File: config.mk
export PLATFORM = sky130hd
export DESIGN_NAME = input_conditioner
export DESIGN_NICKNAME = d
export VERILOG_FILES = /design/src/rtl/ring_pkg.sv /design/src/rtl/debounce_channel.sv /design/src/rtl/input_conditioner.sv
export SDC_FILE = /design/constraint.sdc
export NUM_CORES = 1
export LEC_CHECK = 0
export BUFFER_PORTS_ARGS = -buffer_cell sky130_fd_sc_hd__buf_4
export CORE_MARGIN = 2
export CORE_UTILIZATION = 30
export DETAILED_ROUTE_END_ITERATION = 12
export PLACE_DENSITY_LB_ADDON = 0.3
export SLEW_MARGIN = 25
export SYNTH_ARGS = -nofsm -noshare
export SYNTH_HDL_FRONTEND = slang
export SYNTH_SLANG_ARGS = --single-unit
File: constraint.sdc
create_clock -name clk -period 1.6 [get_ports clk]
set_input_delay 0.24 -clock clk [delete_from_list [all_inputs] [get_ports clk]]
set_output_delay 0.24 -clock clk [all_outputs]
set_load 0.01 [all_outputs]
File: src/rtl/ring_pkg.sv
// Shared constants for the rotary-ring input path: channel indices and the
// default debounce window.
package ring_pkg;

  localparam int CH_ROT_CLK = 0;
  localparam int CH_ROT_DT  = 1;
  localparam int CH_PUSH    = 2;

  localparam int DEFAULT_STABLE_CYCLES = 5000;

  // A one-cycle window still needs a 1-bit counter to keep the datapath legal.
  function automatic int cnt_width(input int stable_cycles);
    return (stable_cycles > 1) ? $clog2(stable_cycles) : 1;
  endfunction

endpackage

File: src/rtl/debounce_channel.sv
// One input line: two-flop synchronizer, stability counter and registered
// rise/fall strobes that coincide with the first cycle of the new level.
module debounce_channel
  import ring_pkg::*;
#(
  parameter int   STABLE_CYCLES   = DEFAULT_STABLE_CYCLES,
  parameter logic RESET_LEVEL_BIT = 1'b1
) (
  input  logic clk,
  input  logic res,
  input  logic din,
  output logic dout,
  output logic rise,
  output logic fall
);

  localparam int            CW       = cnt_width(STABLE_CYCLES);
  localparam logic [CW-1:0] CNT_LAST = CW'(STABLE_CYCLES - 1);

  logic          sync1_reg;
  logic          s_reg;
  logic          dout_reg, dout_next;
  logic          rise_reg, rise_next;
  logic          fall_reg, fall_next;
  logic [CW-1:0] cnt_reg, cnt_next;

  // Any cycle that agrees with the current level restarts the window, so only
  // an uninterrupted run of STABLE_CYCLES disagreeing samples is accepted.
  always_comb begin
    dout_next = dout_reg;
    cnt_next  = '0;
    rise_next = 1'b0;
    fall_next = 1'b0;
    if (s_reg == dout_reg) begin
      cnt_next = '0;
    end else if (cnt_reg == CNT_LAST) begin
      dout_next = s_reg;
      rise_next = s_reg;
      fall_next = ~s_reg;
    end else begin
      cnt_next = cnt_reg + CW'(1);
    end
  end

  always_ff @(posedge clk or posedge res) begin
    if (res) begin
      sync1_reg <= RESET_LEVEL_BIT;
      s_reg     <= RESET_LEVEL_BIT;
      dout_reg  <= RESET_LEVEL_BIT;
      cnt_reg   <= '0;
      rise_reg  <= 1'b0;
      fall_reg  <= 1'b0;
    end else begin
      sync1_reg <= din;
      s_reg     <= sync1_reg;
      dout_reg  <= dout_next;
      cnt_reg   <= cnt_next;
      rise_reg  <= rise_next;
      fall_reg  <= fall_next;
    end
  end

  assign dout = dout_reg;
  assign rise = rise_reg;
  assign fall = fall_reg;

endmodule

File: src/rtl/input_conditioner.sv
// Synchronises and debounces the rotary CLK/DT and push-button pads; each
// channel is an independent debounce_channel instance.
module input_conditioner
  import ring_pkg::*;
#(
  parameter int                  CHANNELS      = 3,
  parameter int                  STABLE_CYCLES = DEFAULT_STABLE_CYCLES,
  parameter logic [CHANNELS-1:0] RESET_LEVEL   = CHANNELS'(3'b011)
) (
  input  logic                clk,
  input  logic                res,
  input  logic [CHANNELS-1:0] din,
  output logic [CHANNELS-1:0] dout,
  output logic [CHANNELS-1:0] rise,
  output logic [CHANNELS-1:0] fall
);

  for (genvar gi = 0; gi < CHANNELS; gi++) begin : gen_ch
    debounce_channel #(
      .STABLE_CYCLES  (STABLE_CYCLES),
      .RESET_LEVEL_BIT(RESET_LEVEL[gi])
    ) u_ch (
      .clk (clk),
      .res (res),
      .din (din[gi]),
      .dout(dout[gi]),
      .rise(rise[gi]),
      .fall(fall[gi])
    );
  end

endmodule

---- Word-level counts from Yosys, hierarchy flattened ----
Cells that the tools add are included.
word-level totals
  bits in registers ....................... 54
  bits of input ports ..................... 5
  output and inout port bits .............. 9
  word-level logic and storage cells ...... 54
operators by class
  $add $sub $neg .......................... 3
  equal/unequal tests ..................... 6
  multiplexer cells ....................... 18
  bitwise gates (word level) .............. 6
  reductions and logical operators ........ 3
operators by type and width
  operator                 count
  $mux W13                 6
  $add A13 B1 Y13 const B  3
  $eq A13 B13 Y1 const B   3
  $mux W1                  12
  $not A1 Y1               6
  $reduce_and A2 Y1        3
  $eq A1 B1 Y1             3

---- Longest topological paths before layout ----
Gate-level depths: netlist (run 1).
  word-level depth ........................ 3
  mapped depth ............................ 5
  mapped depth without buffers ............ 4

---- Modules after synthesis ----
From an unflattened synthesis (run 1), not the netlist that was laid out.
second synthesis, totals
  cells, all modules ...................... 216
  area, all modules ....................... 2,368.5 sq um
by module, submodules not included
  module                                  times used  cells an instance  area an instance (sq um)
  debounce_channel at gen_ch[0].u_ch ...  2           72                 790.8
  debounce_channel at gen_ch[2].u_ch      1           72                 787.0

---- Worst setup path after synthesis (run 1) ----
No wires, ideal clock.
  path type ............................... register to register
  start point ............................. register gen_ch[0].u_ch.cnt_reg[0]
  end point ............................... register gen_ch[0].u_ch.cnt_reg[10]
  data arrival time ....................... 1.389 ns
  data required time ...................... 1.523 ns
  slack ................................... 0.134 ns
  stages on the path, launching flop included .. 6
  cell sequence ........................... dfrtp_1 ha_1 and4_2 a31o_2 buf_2 a21oi_1
between the ends
  word-level cells in the longest chain between the ends .. 3
RTL lines
  element                                                   RTL line                                        source
  start: declaration                                        debounce_channel.sv:25                          logic [CW-1:0] cnt_reg, cnt_next;
  start signal: assignment                                  debounce_channel.sv:57                          cnt_reg <= cnt_next;
  $add A13 B1 Y13 / $eq A13 B13 Y1 (equally long branches)  debounce_channel.sv:41, debounce_channel.sv:36
  $mux W13 *                                                debounce_channel.sv:36                          end else if (cnt_reg == CNT_LAST) begin
  $mux W13 *                                                debounce_channel.sv:34                          if (s_reg == dout_reg) begin
  net gen_ch[0].u_ch.cnt_next[10]                           debounce_channel.sv:25
The timed path passes the listed nets; every way through them passes the cells marked *.
A chain may end at the register's enable or synchronous reset.

---- Final worst setup path (run 1) ----
  start point ............................. register gen_ch[2].u_ch.cnt_reg[0]
  end point ............................... register gen_ch[2].u_ch.dout_reg
between the ends
  word-level cells in the longest chain between the ends .. 2
RTL lines
  element                      RTL line                source
  start: declaration           debounce_channel.sv:25
  start signal: assignment     debounce_channel.sv:57
  $eq A13 B13 Y1               debounce_channel.sv:36
  $reduce_and A2 Y1 (no line)  -
  end signal: assignment       debounce_channel.sv:56  dout_reg <= dout_next;
  end: declaration             debounce_channel.sv:22  logic dout_reg, dout_next;
No other way between the ends.

==> results of run 1 <==
[metrics by stage]
stage	power [W]	area, sq um
floorplan	0.001518	2584
global placement	0.001555	2803
detailed placement	0.001558	2803
CTS	0.002685	2955
global route	0.002763	2972
finish	0.002640	2972
[cell usage after synthesis (all sizes together)]
| library cell | n | area [sq um] |
|---|---|---|
| or4 | 12 | 105.1 |
| o21ai | 12 | 60.06 |
| xnor2 | 9 | 78.83 |
| or3 | 12 | 75.07 |
| buf | 12 | 82.57 |
| inv | 10 | 37.54 |
| nor2 | 15 | 56.30 |
| ha | 3 | 37.54 |
| nand2 | 6 | 22.52 |
| nor4 | 2 | 12.51 |
| o31ai | 12 | 90.09 |
| mux2 | 3 | 33.78 |
| dfrtp | 48 | 1201 |
| nand3 | 15 | 85.08 |
| and4 | 2 | 20.02 |
| xor2 | 3 | 26.28 |
| a21oi | 24 | 135.1 |
| dfstp | 6 | 157.7 |
| nor3b | 6 | 45.04 |
| nor4bb | 2 | 20.02 |
| a31o | 3 | 26.28 |
| nand4 | 9 | 137.6 |
| and4bb | 3 | 37.53 |
[layout make-up]
| type | instances | area [sq um] | share of cell area [%] |
|---|---|---|---|
| inverter | 10 | 37.54 | 1.263 |
| multi-input combinational | 153 | 1112 | 37.43 |
| clock inverter | 2 | 60.06 | 2.021 |
| sequential | 54 | 1360 | 45.77 |
| tap | 105 | 131.4 | 4.421 |
| clock buffer | 6 | 82.58 | 2.779 |
| timing repair buffer | 23 | 187.7 | 6.316 |
[worst min-delay path by stage]
stage	start	endpoint	slack, ns	depth (start not counted)
2_1_floorplan	din[0]	gen_ch[0].u_ch.sync1_reg$_DFF_PP1_	0.24	0
3_3_place_gp	res	gen_ch[0].u_ch.cnt_reg[9]$_DFF_PP0_	0.32	3
3_5_place_dp	res	gen_ch[0].u_ch.cnt_reg[9]$_DFF_PP0_	0.32	3
4_1_cts	din[0]	gen_ch[0].u_ch.sync1_reg$_DFF_PP1_	0.02	1
5_1_grt	din[1]	gen_ch[1].u_ch.sync1_reg$_DFF_PP1_	0.02	1
6_report	din[0]	gen_ch[0].u_ch.sync1_reg$_DFF_PP1_	0.04	1
[routing by layer]
metal	share of wire, %	global-route usage [%]
met5	0	0
met4	1.2	3.575
met3	3.6	2.457
met2	47	15.92
met1	48	13.57
[worst max-delay path, stage by stage (launching register included)]
cell and delay [ns]:
dfrtp_1 0.42, ha_1 0.26, and4bb_2 0.24, nand3_1 0.14, mux2_1 0.33
[logic make-up after synthesis]
family / after synthesis / synth area share (%)
multiplexers: 3 / 1.307
adder cells (fa/ha/maj): 3 / 1.453
XOR/XNOR: 12 / 4.068
AO/OA/AOI/OAI: 51 / 12.06
buffers and inverters: 22 / 4.649
flip-flops: 54 / 52.59
AND/OR/NAND/NOR: 84 / 23.87
[power by group]
part           internal (W)  switching [W]  total, W
clock              0.000667       0.000436   0.00110
sequential          0.00139      0.0000309   0.00143
combinational     0.0000444      0.0000668  0.000111
total               0.00211       0.000534   0.00264
[what timing repair did]
item,4_1_cts,5_1_grt
setup endpoints to repair,0,10
hold buffers,1,0
resized for setup,0,3
setup buffers,0,1
endpoints found under the hold margin,48,0
==> results.md, run 1 <==
- Status: finished, final reports clean
- Synth warn: 0
- FF-to-FF path depth: 4
- Max VDD drop: around 0.41 mV
- Starting density of the core: a little under a third
- Final Hold Viols: 0
- First-pass GRT wire length: approximately 7.9 mm
- Max-slew violation count: 0
- CP arrival: between 1.5 and 2 ns
- CP endpoint: gen_ch[2].u_ch.dout$_DFFE_PP0P_
- Fin Hold WS: 0.03790 ns
- Largest net degree at the start of global routing: 55
- Die Span X: a little under 100 microns
- Number of max-cap violations: 0
- Die height: 96.81 microns
- # nets final: 255
- Crit-path max FO: 4
- Fmax achieved: between 600 and 700 MHz
- CTS Sinks: 54
- Finished Core Util: 35.81%
- Clk slew on worst S/H paths: 0.09 ns
- Sequential-to-total area share from yosys stat: 52.59%
- H-tree depth: 2
- Min Tclk post-route: 1.507 ns
- Synth Net Count: ~240
- Final worst slack: 0.09251 ns
- Crit Reg-Reg Startpoint: gen_ch[2].u_ch.cnt_reg[0]$_DFF_PP0_
- Number of global-route vias before repair: about 1700
- Area delta synth->final: 15.01%
- Hold WC Path Type: input port to flip-flop
- Post-route setup TNS: 0 ns
- Leakage: 1.216 nW
- Filler Cell Count: a little over 800
- Gr ovfl total: 0
- Routability cong.: 0.7093
- Drc violations: 0
- Critical Path End Type: flip-flop
- Area of the mapped netlist: 0.002584 sq mm
- Synth cell types: 30
- IO Pins: 14
- Final setup viols: 0
- Worst-skew pair later-pin latency: 0.30 ns
- FF+latch count, synth: 54
- Commonest non-fill, non-tap cell in the layout: dfrtp_1
- Power per Cell Area: a little under 900 mW/mm^2
- Worst slack at placement: 0.06993 ns
- Largest register FFs: 39
- Critical path required time: 1.79 ns
- R2r setup slk: 0.09 ns
- Pre-Repair DR Iteration Count: 4
- Clock skew: 0.003125 ns
- RSZ-0062 raised after global routing: no
- Crit. Startpoint: gen_ch[2].u_ch.cnt_reg[0]$_DFF_PP0_
- Post-Place Cells: 343
- Post-route ant nets: 0
- Share of cells above drive strength 1: 25.40%
- Most frequent cells in the layout: 47 x dfrtp_1, 21 x buf_4, 20 x a21oi_1
- Worst-Margin Slew: approximately 0.34 ns
- Routed WL per cell: 12.85 microns
- Setup CP Type: flip-flop to flip-flop
- Fin cells: 353
- HPWL Detailed: 3.054 mm
- Mapped Cells: 229
- Ant diodes: 0
- CTS tree: yes
- Avg Cell Area, Syn: 11.28 sq um
- Max clock buf depth: 2
- Wirelength, routed: 4.537 mm
- Initial DRC Count: 43
- Relative slew slack: 76.78%
- Initial antenna violation count: 0
- Worst r2r dst: gen_ch[2].u_ch.dout$_DFFE_PP0P_
- Global-route usage over all layers: 10.11%
- Via Count: between 1500 and 2000
- Root Buffer: clkbuf_8
- Vias per cell: 5.059
- Input/output buffers: 13
- CTS buffer count: 5
- DIE AREA: 0.009371 sq mm
- Final period util: 94.22%
- Setup crit start kind: flip-flop
- # rows: 33
- CORE AREA: 0.008299 sq mm
No activity file was read; power rests on OpenSTA's default activity.
==> inputs of run 2 (changes only) <==
- ABC_AREA: default -> 1
- SYNTH_HIERARCHICAL: default -> 1
==> run 2 against run 1 <==
Against the previous run:
- synthesized cell count increased by 49%
- wire length increased by 8.6%
- critical endpoint is now gen_ch[0].u_ch/cnt_reg[0]$_DFF_PP0_
- register-to-register slack gained 0.09 ns
- synthesized area increased by 6.2%
- combinational power increased by 5%
- cell count is 34% higher
- global-route usage rose by 1.0 points
- critical path depth increased by 2
- setup slack better by 0.094 ns
- critical path type unchanged
- largest power group unchanged
- utilization is 0.81 points lower
- clock skew increased by 0.0094 ns
- total power fell by 12%
==> results.md, run 2 <==
- Status: finished, final reports clean
- Synth warn: 6
- Fmax achieved: 707.3 MHz
- Crit-path leading delay family: simple AND/OR/NAND/NOR gates
- Crit-path slowest cell: dfrtp_1
- CP bufs+invs: 0
- Die Span X: around 100 microns
- CTS Sinks: 54
- Synth cell types: 19
- Pre-Repair DR Iteration Count: 4
- Hold WC Path Type: input port to flip-flop
- Power per Cell Area: 751.2 mW/mm^2
- Largest area contributor in the netlist: dfrtp_1
- CTS buffer count: 5
- Wirelength, routed: 4.927 mm
- Root Buffer: clkbuf_8
- Setup CP Type: flip-flop to flip-flop
- Post-synth EDFFs: 0
- Routability cong.: about 0.83
- # Post-CTS Setup Buffers: 0
- Gr ovfl total: 0
- Cell Area, Placed: 0.002977 sq mm
- IO Pins: 14
- Crit-path cells: ha_1 > nand2_1 > nor2_1 > nand3_2 > nand2_2 > nor2_1
- Post-route setup TNS: 0 ns
- Clock skew: 0.01257 ns
- Worst-Margin Slew: 0.2375 ns
- Drc violations: 0
- # nets final: 371
- Initial antenna violation count: 0
- CORE AREA: 0.008806 sq mm
- Design area: 0.003082 sq mm
- Leakage: roughly 1.4 nW
- Area delta synth->final: 12.31%
- Synth Area in Adders: about 1.4%
- HPWL Detailed: 3.683 mm
- CTS tree: yes
- Max VDD drop: 0.3550 mV
- Post-synth top cells: 84 x nor2_1, 63 x nand2_1, 48 x dfrtp_1, 39 x inv_1, 21 x nand3_1
- Via Count: 2066
- Relative slew slack: 84.16%
- Avg Cell Area, Syn: approximately 8 sq um
- Final setup viols: 0
- CP arrival: 1.60 ns
- First-pass GRT wire length: 8.942 mm
- Most frequent cells in the layout: 84 x nor2_1, 63 x nand2_1, 48 x dfrtp_1
- Largest net degree at the start of global routing: 19
- FF+latch count, synth: 54
- Fin Hold WS: approximately 0.035 ns
- Xor and xnor fraction of the mapped netlist area: 4.788%
- DIE AREA: 0.009927 sq mm
- Post-route ant nets: 0
- Final worst slack: 0.1861 ns
- Die height: 99.64 microns
- Final period util: 88.37%
- Clk slew on worst S/H paths: around 0.09 ns
- Asr flop ratio synth: 100.0%
- Largest family of logic cells by synthesized area: simple AND/OR/NAND/NOR gates
- Number of global-route vias before repair: 2027
- Cell mode on critical path: nor2_1
- Critical path required time: 1.79 ns
- Synth top area cells: dfrtp_1 44%, nor2_1 11%, nand2_1 8.6%
- Routed WL per cell: 10.44 microns
- Input/output buffers: 13
- Share of cells above drive strength 1: 18.96%
- Synth Area in Simple Gates: 35.84%
- Top-count cell post-synth: nor2_1
- Number of max-cap violations: 0
- Slowest stage delay, CP: approximately 0.40 ns
- Max clock buf depth: 2
- Max-slew violation count: 0
- Commonest non-fill, non-tap cell in the layout: nor2_1
- Synth Area in Compound Gates: 1.094%
- Area of the mapped netlist: 0.002744 sq mm
- Synth Net Count: 350
- Critical Path End Type: flip-flop
- Starting density of the core: 31.16%
- Post-Place Cells: 463
- Crit-path max FO: 8
- Initial DRC Count: 108
- Top_reg_cell synth: dfrtp_1
- Worst-skew pair later-pin latency: between 0.3 and 0.4 ns
- Min Tclk post-route: 1.414 ns
- Sequential-to-total area share from yosys stat: 49.52%
- Setup crit start kind: flip-flop
- Vias per cell: between 4 and 5
- Yosys top cell area share: a little over two fifths
- Final Hold Viols: 0
- # rows: 34
- Worst slack at placement: slightly below 0.2 ns
- Global-route usage over all layers: roughly 11%
- Fin cells: 472
- Multiplexer area fraction after synthesis: 0%
- Mapped Cells: 342
- Largest register FFs: 39
- RSZ-0062 raised after global routing: no
- Ant diodes: 0
- H-tree depth: 2
[run 2: changes by cell type in the layout (fill, tap and decap cells not counted), sizes merged, moves of 12 or more]
cell   delta
o31ai    -12
a21oi    -21
inv      +38
xor2     +12
nand2    +69
or3      -12
nor2     +81
or4      -12
[run 2: power breakdown]
part	internal, W	switching, W	leakage [nW]
clock network	0.000349	0.000435	0.0472
registers	0.00139	0.0000224	0.721
logic	0.0000395	0.0000760	0.640
[run 2: path summary, 6_finish.rpt]
path	startpoint	end	slack [ns]	depth (start not counted)
max in group asynchronous	res	gen_ch[0].u_ch/dout$_DFFE_PP1P_	0.81	4
worst min-delay path	din[0]	gen_ch[0].u_ch/sync1_reg$_DFF_PP1_	0.03	1
worst max register to register	gen_ch[0].u_ch/cnt_reg[0]$_DFF_PP0_	gen_ch[0].u_ch/cnt_reg[0]$_DFF_PP0_	0.19	6
worst max-delay path	gen_ch[0].u_ch/cnt_reg[0]$_DFF_PP0_	gen_ch[0].u_ch/cnt_reg[0]$_DFF_PP0_	0.19	6
min in group asynchronous	res	gen_ch[2].u_ch/cnt_reg[4]$_DFF_PP0_	0.52	4
worst min register to register	gen_ch[2].u_ch/sync1_reg$_DFF_PP0_	gen_ch[2].u_ch/s_reg$_DFF_PP0_	0.35	0
[run 2: layer usage]
layer	GRT usage (%)	vias to the layer above	routed length [microns]
met5	0	-	0
met4	3.793	0	59
met3	2.319	5	156
met2	17.15	43	2126
met1	15.58	932	2584
li1	-	1086	-
[run 2: timing repair]
item / in CTS / in global routing
endpoints found under the hold margin: 48 / 0
hold buffers: 1 / 0
gates resized for setup: 0 / 0
[run 2: cell families (layout without fill, tap and decap cells)]
group	count (synthesis)	count (layout)
fa+ha+maj	3	3
xor+xnor	15	15
simple gates	213	213
buf+inv	51	73
compound gates	6	6
flops	54	54
[run 2: worst reg2reg max path, cell delays in order, from the launching register on]
cell,delay [ns]
dfrtp_1,0.40
ha_1,0.26
nand2_1,0.11
nor2_1,0.14
nand3_2,0.18
nand2_2,0.16
nor2_1,0.06
[run 2: cell type report]
| type | count | area [sq um] |
|---|---|---|
| Tap cell | 108 | 135.1 |
| Fill cell | 913 | 5724 |
| Clock buffer | 6 | 82.58 |
| Inverter | 48 | 180.2 |
| Clock inverter | 2 | 12.51 |
| Multi-Input combinational cell | 237 | 1182 |
| Sequential cell | 54 | 1359 |
| Timing Repair Buffer | 17 | 130.1 |
[run 2: stage by stage]
stage / utilization [%] / total power [W]
floorplan: - / 0.001520
global placement: 33.80 / 0.001560
detailed placement: 33.80 / 0.001561
CTS: 35.00 / 0.002375
global route: 35.00 / 0.002444
finish: 35.00 / 0.002315
==> inputs of run 3 (changes only) <==
- CORE_UTILIZATION: 30 -> 55
==> run 3 against run 2 <==
Against the previous run:
- design area down 1.2%
- critical path depth is the same
- utilization grew 29 points
- first-iteration DRC count is 47% higher
- sequential share of layout area rose by 0.54 points
- critical path type unchanged
- highest routed layer unchanged
==> results.md, run 3 (synthesis results as in run 2) <==
- Post-route setup TNS: 0 ns
- Input/output buffers: 13
- CTS Sinks: 54
- Hold WC Path Type: input port to flip-flop
- Worst-skew pair later-pin latency: 0.31 ns
- Number of global-route vias before repair: 1994
- Switching Fraction: a little over a fifth
- Met3 GRT Util: under 10%
- Max clock buf depth: 2
- RSZ-0062 raised after global routing: no
- Largest register FFs: 39
- Total power: 0.002477 W
- Critical Path End Type: flip-flop
- Final setup viols: 0
- Min-delay src: din[1]
- Pre-Repair DR Iteration Count: 4
- Critical path required time: 1.80 ns
- Met2 Use GR: 33.92%
- R2r setup slk: 0.20 ns
- Routed WL per cell: 11.24 microns
- Crit. Startpoint: gen_ch[0].u_ch/cnt_reg[0]$_DFF_PP0_
- Number of max-cap violations: 0
- Final period util: 87.23%
- # Post-CTS Setup Buffers: 0
- Worst r2r dst: gen_ch[0].u_ch/cnt_reg[6]$_DFF_PP0_
- WHS Endpoint: gen_ch[1].u_ch/sync1_reg$_DFF_PP1_
- CTS buffer count: 5
- Max VDD drop: 0.4397 mV
- Setup CP Type: flip-flop to flip-flop
- Finished Core Util: between 60% and 70%
- Clock skew: 0.007075 ns
- Crit Reg-Reg Startpoint: gen_ch[0].u_ch/cnt_reg[0]$_DFF_PP0_
- # rows: 25
- Internal Power: 0.001946 W
- Vias per cell: 4.942
- Most frequent cells in the layout: 84 x nor2_1, 63 x nand2_1, 48 x dfrtp_1
- Clock Power Share: 38.3%
- IO Pins: 14
- FF-to-FF path depth: 6
- Drc violations: 0
- Largest net degree at the start of global routing: 19
- CTS tree: yes
- Routability cong.: between 0.8 and 0.9
- Setup crit start kind: flip-flop
- Wirelength, routed: 4.823 mm
- Die Span X: roughly 75 microns
- Reg power frac: 57.2%
- Power per Cell Area: 813.8 mW/mm^2
- DIE AREA: around 0.0056 sq mm
- H-tree depth: 2
- Fmax achieved: 716.5 MHz
- Gate power share: between 4 and 5%
- Crit-path max FO: 8
- Initial antenna violation count: 0
- Final Hold Viols: 0
- Area delta synth->final: 10.94%
- Status: finished, final reports clean
- Relative slew slack: 54.72%
- Clk slew on worst S/H paths: 0.10 ns
- Filler Cell Count: 440
- Switching pwr: between 0.0005 and 0.0006 W
- Max-slew violation count: 0
- Starting density of the core: approximately 58%
- GRT busiest layer: met2
- # nets final: 369
- CORE AREA: 0.004755 sq mm
- Initial DRC Count: 159
- Die height: ~75 microns
- Worst-Margin Slew: roughly 0.68 ns
- Leakage: 1.411 nW
- Global-route usage over all layers: between 20% and 30%
- First-pass GRT wire length: 8.597 mm
- Ant diodes: 0
- Gr ovfl total: 0
- Via Count: 2120
- HPWL Detailed: 3.613 mm
- Commonest non-fill, non-tap cell in the layout: nor2_1
- CP arrival: 1.60 ns
- Min Tclk post-route: 1.396 ns
- Hold depth: 1
- Post-route ant nets: 0
- Share of cells above drive strength 1: 18.78%
- Root Buffer: clkbuf_8
- Met1 usage: 26.74%
-- run 3: cell types whose count changed in the layout (fill, tap and decap cells not counted), sizes merged --
cell	before	now
buf	16	14
bufinv	0	1
clkinv	1	0
clkinvlp	1	0
inv	48	49
-- run 3: area by class of cell --
type / count / area, sq um / area share [%]
Tap cell: 67 / 83.83 / 2.754
Inverter: 48 / 180.2 / 5.919
Clock buffer: 6 / 82.58 / 2.713
Sequential cell: 54 / 1359 / 44.64
Clock inverter: 2 / 38.79 / 1.274
Multi-Input combinational cell: 237 / 1185 / 38.92
Timing Repair Buffer: 15 / 115.1 / 3.781
-- run 3: power groups by stage --
stage / registers, W / clock network [W] / logic (W)
after global routing: 0.00142 / 0.00104 / 0.000132
after global placement: 0.00144 / 0 / 0.000112
after floorplan: 0.00144 / 0 / 0.0000825
after CTS: 0.00142 / 0.000987 / 0.000116
after detailed placement: 0.00144 / 0 / 0.000114
final: 0.00142 / 0.000948 / 0.000113
-- run 3: worst max path at each step --
stage                                      endpoint  slack, ns
6_report        gen_ch[0].u_ch/cnt_reg[6]$_DFF_PP0_       0.20
5_1_grt         gen_ch[2].u_ch/cnt_reg[7]$_DFF_PP0_      0.003
4_1_cts         gen_ch[2].u_ch/cnt_reg[7]$_DFF_PP0_       0.17
3_5_place_dp    gen_ch[2].u_ch/cnt_reg[7]$_DFF_PP0_       0.18
3_3_place_gp    gen_ch[2].u_ch/cnt_reg[6]$_DFF_PP0_       0.24
2_1_floorplan  gen_ch[0].u_ch/cnt_reg[11]$_DFF_PP0_       0.37
-- run 3: worst max-delay path, stage by stage (launching register included) --
cell	delay, ns
dfrtp_1	0.40
ha_1	0.24
nand2_1	0.10
nor2_1	0.15
nand3_2	0.18
nand2_2	0.16
nor2_1	0.07
-- run 3: metal layers --
metal	part of all wire, %	vias up
li1	-	1083
met1	46	992
met2	48	41
met3	4.7	4
met4	0.64	0
met5	0	-
-- run 3: what timing repair did --
item,in CTS,in global routing
endpoints found under the hold margin,18,0
gates resized for setup,0,1
setup endpoints to repair,0,7
hold buffers,1,0
-- run 3: per-stage QoR --
stage               hold slack (ns)  setup WS [ns]  std cells  instance area (sq um)
finish                      0.03187         0.2043        429                   3044
global route              0.0001045       0.002624        429                   3044
CTS                         0.01712         0.1699        429                   3042
detailed placement           0.3077         0.1837        420                   2910
global placement             0.3070         0.2397        420                   2910
floorplan                    0.1764         0.3667        342                   2744
